**config.mk**
```make
export PLATFORM = sky130hd
export DESIGN_NAME = instruction_fetch_flat
export DESIGN_NICKNAME = d
export VERILOG_FILES = /design/src/rtl/mips_pkg.sv /design/src/rtl/instruction_fetch_if.sv /design/src/rtl/instruction_fetch_pc_register.sv /design/src/rtl/instruction_fetch.sv /design/src/flat_wrapper.sv
export SDC_FILE = /design/constraint.sdc
export NUM_CORES = 1
export LEC_CHECK = 0
export ABC_AREA = 1
export CAP_MARGIN = 20
export CORE_MARGIN = 3
export CORE_UTILIZATION = 43
export CTS_CLUSTER_DIAMETER = 30
export DETAILED_ROUTE_END_ITERATION = 12
export GPL_TIMING_DRIVEN = 0
export PLACE_DENSITY = 0.76
export SYNTH_ARGS = -nofsm -noshare
export SYNTH_HDL_FRONTEND = slang
export SYNTH_SLANG_ARGS = --single-unit
```
**constraint.sdc**
```tcl
create_clock -name clk -period 1.75 [get_ports clk]
set_input_delay 0.35 -clock clk [delete_from_list [all_inputs] [get_ports clk]]
set_output_delay 0.35 -clock clk [all_outputs]
set_load 0.02 [all_outputs]
```
**src/rtl/mips_pkg.sv**
```systemverilog
// ============================================================================
// Module      : mips_pkg
// Description : Shared constants and helpers for the MIPS fetch stage:
//               datapath width, opcode field position, noop opcode/word
//               and the default reset PC.
// Revision    : 1.0 - initial release
// ============================================================================
`default_nettype none

package mips_pkg;

  localparam int unsigned XLEN    = 32;
  localparam int unsigned OPC_MSB = 31;
  localparam int unsigned OPC_LSB = 26;

  localparam logic [5:0]      NOOP_OPCODE_DEF = 6'b111111;
  localparam logic [XLEN-1:0] NOP_WORD_DEF    = {NOOP_OPCODE_DEF, 26'b0};
  localparam logic [XLEN-1:0] RESET_PC_DEF    = 32'h0000_0000;

  // Extract the primary opcode field of an instruction word.
  function automatic logic [5:0] opcode_of(input logic [XLEN-1:0] word);
    return word[OPC_MSB:OPC_LSB];
  endfunction

endpackage

`default_nettype wire

```
**src/rtl/instruction_fetch_if.sv**
```systemverilog
// ============================================================================
// Module      : instruction_fetch_if
// Description : Bus bundle of the fetch stage: instruction-memory port,
//               decode-side control inputs and the IF/ID register outputs.
//               master = fetch stage, slave = surrounding pipeline/memory.
// Revision    : 1.0 - initial release
// ============================================================================
`default_nettype none

interface instruction_fetch_if;
  import mips_pkg::*;

  logic [XLEN-1:0] imem_addr;
  logic [XLEN-1:0] imem_data;
  logic            stall;
  logic            redirect_valid;
  logic [XLEN-1:0] redirect_pc;
  logic [XLEN-1:0] if_instr;
  logic [XLEN-1:0] if_pc;
  logic [XLEN-1:0] if_pc_plus4;
  logic            if_valid;
  logic            halted;
  logic [XLEN-1:0] fetch_count;

  modport master (
    output imem_addr, if_instr, if_pc, if_pc_plus4, if_valid, halted, fetch_count,
    input  imem_data, stall, redirect_valid, redirect_pc
  );

  modport slave (
    input  imem_addr, if_instr, if_pc, if_pc_plus4, if_valid, halted, fetch_count,
    output imem_data, stall, redirect_valid, redirect_pc
  );

endinterface

`default_nettype wire

```
**src/rtl/instruction_fetch_pc_register.sv**
```systemverilog
// ============================================================================
// Module      : pc_register
// Description : 32-bit program counter with async active-low reset and a
//               next-PC mux: redirect target (word aligned) / PC+4 / hold.
// Revision    : 1.0 - initial release
// ============================================================================
`default_nettype none

module pc_register
  import mips_pkg::*;
#(
  parameter logic [XLEN-1:0] RESET_PC = RESET_PC_DEF
) (
  input  wire logic            clk,
  input  wire logic            rst_n,
  input  wire logic            i_redirect,
  input  wire logic            i_advance,
  input  wire logic [XLEN-1:0] i_redirect_pc,
  output logic      [XLEN-1:0] o_pc
);

  logic [XLEN-1:0] r_pc;
  logic [XLEN-1:0] w_pc_next;

  // Next-PC select: redirect wins, then sequential advance, else hold.
  always_comb begin
    w_pc_next = r_pc;
    if (i_redirect) begin
      w_pc_next = i_redirect_pc & ~32'h0000_0003;
    end else if (i_advance) begin
      w_pc_next = r_pc + 32'd4;
    end
  end

  // PC state; reset is asynchronous so the fetch address snaps back at once.
  always_ff @(posedge clk or negedge rst_n) begin
    if (!rst_n) begin
      r_pc <= RESET_PC;
    end else begin
      r_pc <= w_pc_next;
    end
  end

  assign o_pc = r_pc;

endmodule

`default_nettype wire

```
**src/rtl/instruction_fetch.sv**
```systemverilog
// ============================================================================
// Module      : instruction_fetch
// Description : MIPS instruction-fetch stage. Owns the PC, drives the
//               combinational instruction ROM, captures its word into IF/ID,
//               and handles stall, redirect and halt-on-noop.
// Revision    : 1.0 - initial release
// ============================================================================
`default_nettype none

module instruction_fetch
  import mips_pkg::*;
#(
  parameter logic [XLEN-1:0] RESET_PC     = RESET_PC_DEF,
  parameter logic [5:0]      NOOP_OPCODE  = NOOP_OPCODE_DEF,
  parameter bit              HALT_ON_NOOP = 1'b1
) (
  input wire logic             clk,
  input wire logic             rst_n,
  instruction_fetch_if.master  bus
);

  localparam logic [XLEN-1:0] c_NOP_WORD = {NOOP_OPCODE, 26'b0};

  localparam logic [0:0] ST_RUN  = 1'b0;
  localparam logic [0:0] ST_HALT = 1'b1;

  logic [0:0]      r_state;
  logic [0:0]      w_state_next;
  logic [XLEN-1:0] w_pc;
  logic            w_noop;
  logic            w_pc_advance;
  logic            w_ifid_load;
  logic            w_ifid_bubble;
  logic            w_count_inc;

  logic [XLEN-1:0] r_if_instr;
  logic [XLEN-1:0] r_if_pc;
  logic [XLEN-1:0] r_if_pc_plus4;
  logic            r_if_valid;
  logic [XLEN-1:0] r_fetch_count;

  assign w_noop = (opcode_of(bus.imem_data) == NOOP_OPCODE);

  pc_register #(
    .RESET_PC (RESET_PC)
  ) u_pc_register (
    .clk           (clk),
    .rst_n         (rst_n),
    .i_redirect    (bus.redirect_valid),
    .i_advance     (w_pc_advance),
    .i_redirect_pc (bus.redirect_pc),
    .o_pc          (w_pc)
  );

  // Halt-state register.
  always_ff @(posedge clk or negedge rst_n) begin
    if (!rst_n) begin
      r_state <= ST_RUN;
    end else begin
      r_state <= w_state_next;
    end
  end

  // Halt-state transitions: redirect always resumes, stall freezes.
  always_comb begin
    w_state_next = r_state;
    if (bus.redirect_valid) begin
      w_state_next = ST_RUN;
    end else if (!bus.stall && (r_state == ST_RUN) && w_noop && HALT_ON_NOOP) begin
      w_state_next = ST_HALT;
    end
  end

  // Per-cycle action decode in priority order redirect/stall/halt/noop/normal.
  always_comb begin
    w_pc_advance  = 1'b0;
    w_ifid_load   = 1'b0;
    w_ifid_bubble = 1'b0;
    w_count_inc   = 1'b0;
    if (bus.redirect_valid) begin
      w_ifid_bubble = 1'b1;
    end else if (bus.stall) begin
      w_ifid_bubble = 1'b0;
    end else if (r_state == ST_HALT) begin
      w_ifid_bubble = 1'b1;
    end else if (w_noop) begin
      w_ifid_bubble = 1'b1;
      w_pc_advance  = !HALT_ON_NOOP;
    end else begin
      w_ifid_load   = 1'b1;
      w_pc_advance  = 1'b1;
      w_count_inc   = 1'b1;
    end
  end

  // IF/ID register; bubbles keep if_pc/if_pc_plus4 of the last real entry.
  always_ff @(posedge clk or negedge rst_n) begin
    if (!rst_n) begin
      r_if_instr    <= c_NOP_WORD;
      r_if_pc       <= '0;
      r_if_pc_plus4 <= '0;
      r_if_valid    <= 1'b0;
    end else if (w_ifid_bubble) begin
      r_if_instr    <= c_NOP_WORD;
      r_if_valid    <= 1'b0;
    end else if (w_ifid_load) begin
      r_if_instr    <= bus.imem_data;
      r_if_pc       <= w_pc;
      r_if_pc_plus4 <= w_pc + 32'd4;
      r_if_valid    <= 1'b1;
    end
  end

  // Delivered-instruction counter, saturating at all-ones.
  always_ff @(posedge clk or negedge rst_n) begin
    if (!rst_n) begin
      r_fetch_count <= '0;
    end else if (w_count_inc && (r_fetch_count != '1)) begin
      r_fetch_count <= r_fetch_count + 32'd1;
    end
  end

  assign bus.imem_addr   = w_pc;
  assign bus.if_instr    = r_if_instr;
  assign bus.if_pc       = r_if_pc;
  assign bus.if_pc_plus4 = r_if_pc_plus4;
  assign bus.if_valid    = r_if_valid;
  assign bus.halted      = (r_state == ST_HALT);
  assign bus.fetch_count = r_fetch_count;

endmodule

`default_nettype wire

```
**src/flat_wrapper.sv**
```systemverilog
// flat-port wrapper written by rule: the top's interface ports become plain ports
module instruction_fetch_flat import mips_pkg::*;
#(
  parameter logic [XLEN-1:0] RESET_PC     = RESET_PC_DEF,
  parameter logic [5:0]      NOOP_OPCODE  = NOOP_OPCODE_DEF,
  parameter bit              HALT_ON_NOOP = 1'b1
)
  (clk, rst_n, bus_imem_addr, bus_if_instr, bus_if_pc, bus_if_pc_plus4, bus_if_valid, bus_halted, bus_fetch_count, bus_imem_data, bus_stall, bus_redirect_valid, bus_redirect_pc);
  instruction_fetch_if bus_i ();
  input wire logic clk;
  input wire logic rst_n;
  output wire logic [$bits(bus_i.imem_addr)-1:0] bus_imem_addr;
  output wire logic [$bits(bus_i.if_instr)-1:0] bus_if_instr;
  output wire logic [$bits(bus_i.if_pc)-1:0] bus_if_pc;
  output wire logic [$bits(bus_i.if_pc_plus4)-1:0] bus_if_pc_plus4;
  output wire logic [$bits(bus_i.if_valid)-1:0] bus_if_valid;
  output wire logic [$bits(bus_i.halted)-1:0] bus_halted;
  output wire logic [$bits(bus_i.fetch_count)-1:0] bus_fetch_count;
  input wire logic [$bits(bus_i.imem_data)-1:0] bus_imem_data;
  input wire logic [$bits(bus_i.stall)-1:0] bus_stall;
  input wire logic [$bits(bus_i.redirect_valid)-1:0] bus_redirect_valid;
  input wire logic [$bits(bus_i.redirect_pc)-1:0] bus_redirect_pc;
  assign bus_imem_addr = bus_i.imem_addr;
  assign bus_if_instr = bus_i.if_instr;
  assign bus_if_pc = bus_i.if_pc;
  assign bus_if_pc_plus4 = bus_i.if_pc_plus4;
  assign bus_if_valid = bus_i.if_valid;
  assign bus_halted = bus_i.halted;
  assign bus_fetch_count = bus_i.fetch_count;
  assign bus_i.imem_data = bus_imem_data;
  assign bus_i.stall = bus_stall;
  assign bus_i.redirect_valid = bus_redirect_valid;
  assign bus_i.redirect_pc = bus_redirect_pc;
  instruction_fetch #(.RESET_PC(RESET_PC), .NOOP_OPCODE(NOOP_OPCODE), .HALT_ON_NOOP(HALT_ON_NOOP)) u_core (.clk(clk), .rst_n(rst_n), .bus(bus_i));
endmodule
```
==> run metrics, run 1 <==
maximum operating frequency=587 MHz; power density cells=921 nW/um2; peak supply drop=0.000762 V; Area after DPL=10,300 um2; vias per cell=5.04; Die Y=141 um; FF+latch count, synth=156; top-count cell post-synth=nand2_1; area share of the largest cell type after synthesis=48.0%; Pint=7.07 mW; first-pass GRT wire length=40.0 mm; DP Wirelength=18.8 mm; antenna viol nets, final=0; Max clock buf depth=2; total CTS buffers=17; cells on worst reg2reg path=8; Commonest cells post-synth=nand2_1 (470), dfrtp_1 (150), nor2_1 (106); crit path launch type=register; worst hold path type=in -> reg; Worst Path Required=1.40 ns; post-synth cell types=33; Die Width=141 um; Post-synth EDFFs=0; largest net degree at the start of global routing=98; Seq pwr share=42.2%; pre-CTS setup slack=-0.789 ns; Setup violations, final=0; Slowest-stage cell, CP=clkdlybuf4s50_1; part of the cycle the worst path needs=97.3%; Max H-tree Level=4; Clock Skew=0.0100 ns; async set-reset flop share out of synthesis=100%; Pre-antenna DRT Iters=5; WP buf/inv=1; CP cell instances=clkdlybuf4s50_1; Switching Fraction=31.4%; clk_lat worst skew=0.43 ns; initial antenna violation count=1; Crit path max-delay family=buffers and inverters; Hold Path Depth=5; switching pwr=3.24 mW; Slew Limit Fails=0; final global-route overflow total=0; Ports=230; Clock transition at path regs=0.06 ns; Cell Area, Synth=7810 um2; max_cap viols=0; Site Rows=48; Synth area leaders=dfrtp_1 (48%), nand2_1 (23%), nand3_1 (5.4%); CTS Sinks=156; vias=7,843; Hold WS=0.346 ns; P_leak=6.09 nW; crit path kind=reg -> out; drt total wl=25.3 mm; GPL Wtd Cong=0.943; Primary FF master, synth=dfrtp_1; Fin. Hold Viols=0; Levels on crit path=1; total power=10.3 mW; CORE AREA=17,500 um2; fin crit period=1.70 ns; Rel. slew slack=60.1%; Initial Util=44.5%; TritonCTS clock tree=built; Max stage delay on crit path=0.60 ns; CP max FO=2; Nets=1,391; Worst-Margin Slew=0.599 ns; Post-route DRC=0; Synth-to-Final Area Change=43.2%; First DRT Iteration DRCs=564; WL/cell=16.2 um; crit path capture type=primary output; post-layout instance area=11,200 um2; Mapped Avg Cell Area=7.42 um2; Seq/Total Area, Yosys=50.1%; area leader, netlist=dfrtp_1; Post-Route Setup TNS=0 ns; PortBufs=220; CTS root buf=clkbuf_16; layout cells sized above 1=11.3%; vias in the first global route=7,486; clock group share of total power=35.2%; crit path DAT=1.35 ns; Mapped Cells=1,053; run status=finished clean; antenna cells=0; Setup WS post-layout=0.0475 ns; Yosys warning count=0; GRT Resource Usage Total=25.7%; Die Area=19,800 um2; Combinational Power Share=22.6%
==> area by class of cell <==
cell class | instances | area [um2]
clock buffers | 20 | 447
flip-flops and latches | 156 | 3940
multi-input cells | 772 | 3470
plain buffers | 36 | 236
repair buffers | 244 | 2340
clock inverters | 10 | 118
well taps | 225 | 282
inverters | 94 | 359
fillers | 1588 | 6350
==> per-stage QoR <==
step	util, %	cells
after floorplan	-	1058
after global placement	58.8	1503
after detailed placement	59.0	1504
after CTS	62.0	1545
after global routing	63.8	1557
final	63.8	1557
==> path summary, 6_finish.rpt <==
check                                                         startpoint                                   endpoint  slack, ns
worst max-delay path                 u_core.bus.if_instr[24]$_DFFE_PN0P_                           bus_if_instr[24]       0.05
worst min-delay path                                  bus_redirect_valid  u_core.u_pc_register.o_pc[30]$_DFFE_PN0P_       0.35
worst max register to register  u_core.u_pc_register.o_pc[3]$_DFFE_PN0P_  u_core.u_pc_register.o_pc[14]$_DFFE_PN0P_       0.07
worst min register to register           u_core.bus.if_pc[3]$_DFFE_PN0P_            u_core.bus.if_pc[3]$_DFFE_PN0P_       0.47
max in group asynchronous                                          rst_n     u_core.bus.fetch_count[16]$_DFFE_PN0P_       0.40
min in group asynchronous                                          rst_n      u_core.bus.fetch_count[1]$_DFFE_PN0P_       0.46
==> layer usage <==
layer	share of wire, %	vias to the layer above	GRT usage [%]
met5	0.051	-	0
met4	2.1	2	6.99
met3	8.3	44	8.41
met2	47	301	41.1
met1	43	3681	33.8
li1	-	3815	-
==> what timing repair did <==
item,CTS,global route
pin swaps,3,6
gates resized for setup,134,97
endpoints found under the setup margin,235,150
endpoints found under the hold margin,53,0
hold buffers,1,0
buffers inserted,10,12
==> power groups by stage <==
stage	clock, mW	combinational [mW]	sequential, mW
floorplan	0	0.674	4.84
global placement	0	2.40	4.41
detailed placement	0	2.43	4.42
CTS	3.68	2.28	4.35
global route	3.84	2.53	4.41
finish	3.63	2.33	4.35
==> state kept, by name, summed over array words and instances, names as in the netlist <==
name,count
u_core.bus.if_instr,32
u_core.bus.fetch_count,32
u_core.bus.if_pc,30
u_core.bus.if_pc_plus4,30
u_core.bus.halted,1
u_core.u_pc_register.o_pc,30
u_core.bus.if_valid,1
==> logic make-up (layout without fill, tap and decap cells) <==
logic type	Yosys count	count (layout)	share of synthesized area (%)
compound gates	75	75	6.34
xor+xnor	14	14	1.57
fa+ha+maj	2	2	0.320
buf+inv	130	404	7.19
flops	156	156	50.1
other cells	1	6	0.0480
simple gates	675	675	34.5
==> cell usage in the layout, fill, tap and decap left out, types with 29 or more instances in the layout <==
master	netlist	routed
dfrtp_1	150	125
inv_1	91	91
nor2_1	106	84
o21ai_0	32	32
nand2_1	470	469
dlygate4sd2_1	0	126
clkdlybuf4s50_1	0	64
nand3_1	84	82
buf_4	9	34
dlymetal6s2s_1	0	29
No activity file was read; power rests on OpenSTA's default activity.
==> run 2, diff against run 1 <==
--- a/config.mk
+++ b/config.mk
@@ -8,11 +8,12 @@
 export ABC_AREA = 1
 export CAP_MARGIN = 20
 export CORE_MARGIN = 3
-export CORE_UTILIZATION = 43
+export CORE_UTILIZATION = 45
+export CTS_BUF_LIST = sky130_fd_sc_hd__clkbuf_2 sky130_fd_sc_hd__clkbuf_4 sky130_fd_sc_hd__clkbuf_8
 export CTS_CLUSTER_DIAMETER = 30
 export DETAILED_ROUTE_END_ITERATION = 12
 export GPL_TIMING_DRIVEN = 0
-export PLACE_DENSITY = 0.76
+export PLACE_DENSITY = 0.79
 export SYNTH_ARGS = -nofsm -noshare
 export SYNTH_HDL_FRONTEND = slang
 export SYNTH_SLANG_ARGS = --single-unit
==> run metrics, run 2 (synthesis results as in run 1) <==
Die Y=138 um; Synth-to-Final Area Change=39.2%; CTS root buf=clkbuf_8; power density cells=876 nW/um2; final global-route overflow total=0; largest net degree at the start of global routing=101; TritonCTS clock tree=built; CP startpoint=u_core.bus.fetch_count[0]$_DFFE_PN0P_; GPL Wtd Cong=0.966; clk_lat worst skew=0.46 ns; post-layout instance area=10,900 um2; R2R setup slack=0.06 ns; Top Usage Layer GRT=met2; Ports=230; PortBufs=220; Site Rows=47; Hold WS=0.312 ns; CTS Sinks=156; antenna cells=0; antenna viol nets, final=0; Clock transition at path regs=0.09 ns; GRT Resource Usage Total=26.9%; layout cells sized above 1=11.5%; crit path DAT=1.34 ns; max_cap viols=0; Max clock buf depth=2; fin crit period=1.69 ns; Initial Util=46.6%; Clock Skew=0.0186 ns; Hold Path Depth=5; final core occ=64.9%; met2 Usage GRT=42.9%; Rel. slew slack=61.6%; total CTS buffers=17; dpl cells=1,499; crit path launch type=register; M1 GR Usage=34.0%; CP max FO=3; Die Width=138 um; cells on worst reg2reg path=8; total power=9.53 mW; crit path kind=reg -> out; vias=7,800; commonest non-fill, non-tap cell in the layout=nand2_1; run status=finished clean; Worst-Margin Slew=0.576 ns; initial antenna violation count=0; DP Wirelength=19.1 mm; commonest cells after routing, fill and taps aside=nand2_1 (469), dlygate4sd2_1 (155), dfrtp_1 (119), inv_1 (90), nor2_1 (86); worst hold path type=in -> reg; min-delay src=bus_redirect_valid; vias per cell=5.04; P_leak=5.67 nW; Worst Path Required=1.40 ns; Setup violations, final=0; maximum operating frequency=590 MHz; hold endpoint=u_core.u_pc_register.o_pc[30]$_DFFE_PN0P_; Fin. Hold Viols=0; part of the cycle the worst path needs=96.8%; peak supply drop=0.000555 V; sequential cell area=3950 um2; Worst R2R Start=u_core.u_pc_register.o_pc[2]$_DFFE_PN0P_; vias in the first global route=7,707; fin cells=1,547; Nets=1,384; WL/cell=16.5 um; footprint of the multi-input gates=3470 um2; CORE AREA=16,800 um2; r2r endpoint=u_core.u_pc_register.o_pc[14]$_DFFE_PN0P_; Die Area=19,000 um2; Post-route DRC=0; First DRT Iteration DRCs=503; Filler cells=1,562; Area after DPL=10,300 um2; crit path capture type=primary output; drt total wl=25.5 mm; grt met3 use=9.20%; Max H-tree Level=4; first-pass GRT wire length=39.4 mm; Slew Limit Fails=0; Pre-antenna DRT Iters=7
[run 2: cell types whose count changed in the layout (fill, tap and decap cells not counted), sizes merged, moves of 2 or more]
cell,change
clkinv,+2
clkbuf,-2
dlygate4sd2,+29
dlymetal6s2s,-29
buf,-3
[run 2: cell type report]
type                       count  area share (%)
sequential                   156            36.3
multi-input combinational    772            31.9
timing repair buffer         237            20.0
inverter                      94            3.30
tap                          220            2.53
clock buffer                  21            2.49
buffer                        36            2.12
clock inverter                11            1.33
[run 2: worst max-delay path by stage]
| stage | to | slack [ns] | depth (start not counted) |
|---|---|---|---|
| 2_1_floorplan | u_core.bus.fetch_count[18]$_DFFE_PN0P_ | 0.02 | 11 |
| 6_report | bus_fetch_count[0] | 0.06 | 2 |
| 3_3_place_gp | u_core.bus.fetch_count[0]$_DFFE_PN0P_ | -6.53 | 1 |
| 4_1_cts | u_core.bus.if_pc[25]$_DFFE_PN0P_ | 0.001 | 10 |
| 3_5_place_dp | u_core.u_pc_register.o_pc[11]$_DFFE_PN0P_ | -0.82 | 8 |
| 5_1_grt | u_core.u_pc_register.o_pc[25]$_DFFE_PN0P_ | -0.004 | 7 |
[run 2: critical path, stage by stage (launching register included)]
cell,delay (ns)
dfrtp_2,0.44
buf_4,0.14
dlygate4sd2_1,0.31
[run 2: metal layers]
metal / share of wire, % / vias up
met5: 0 / -
li1: - / 3799
met1: 42 / 3592
met4: 3.0 / 0
met3: 9.3 / 60
met2: 46 / 349
[run 2: stage by stage]
stage | worst slack [ns] | TNS [ns]
final | 0.0556 | 0
after global routing | -0.00372 | -0.00372
after CTS | 0.000960 | 0
after detailed placement | -0.815 | -63.87
after global placement | -6.53 | -976.98
after floorplan | 0.0170 | 0
[run 2: report_power, final]
| group | leakage (nW) | switching [mW] | internal, mW |
|---|---|---|---|
| clock network | 0.206 | 1.41 | 1.49 |
| logic | 3.51 | 1.39 | 0.886 |
| registers | 1.95 | 0.348 | 4.00 |
[run 2: what timing repair did]
item | 4_1_cts | 5_1_grt
setup endpoints to repair | 273 | 115
endpoints found under the hold margin | 50 | 0
hold buffers | 1 | 0
pin swaps | 3 | 5
resized for setup | 166 | 69
buffers inserted | 8 | 7
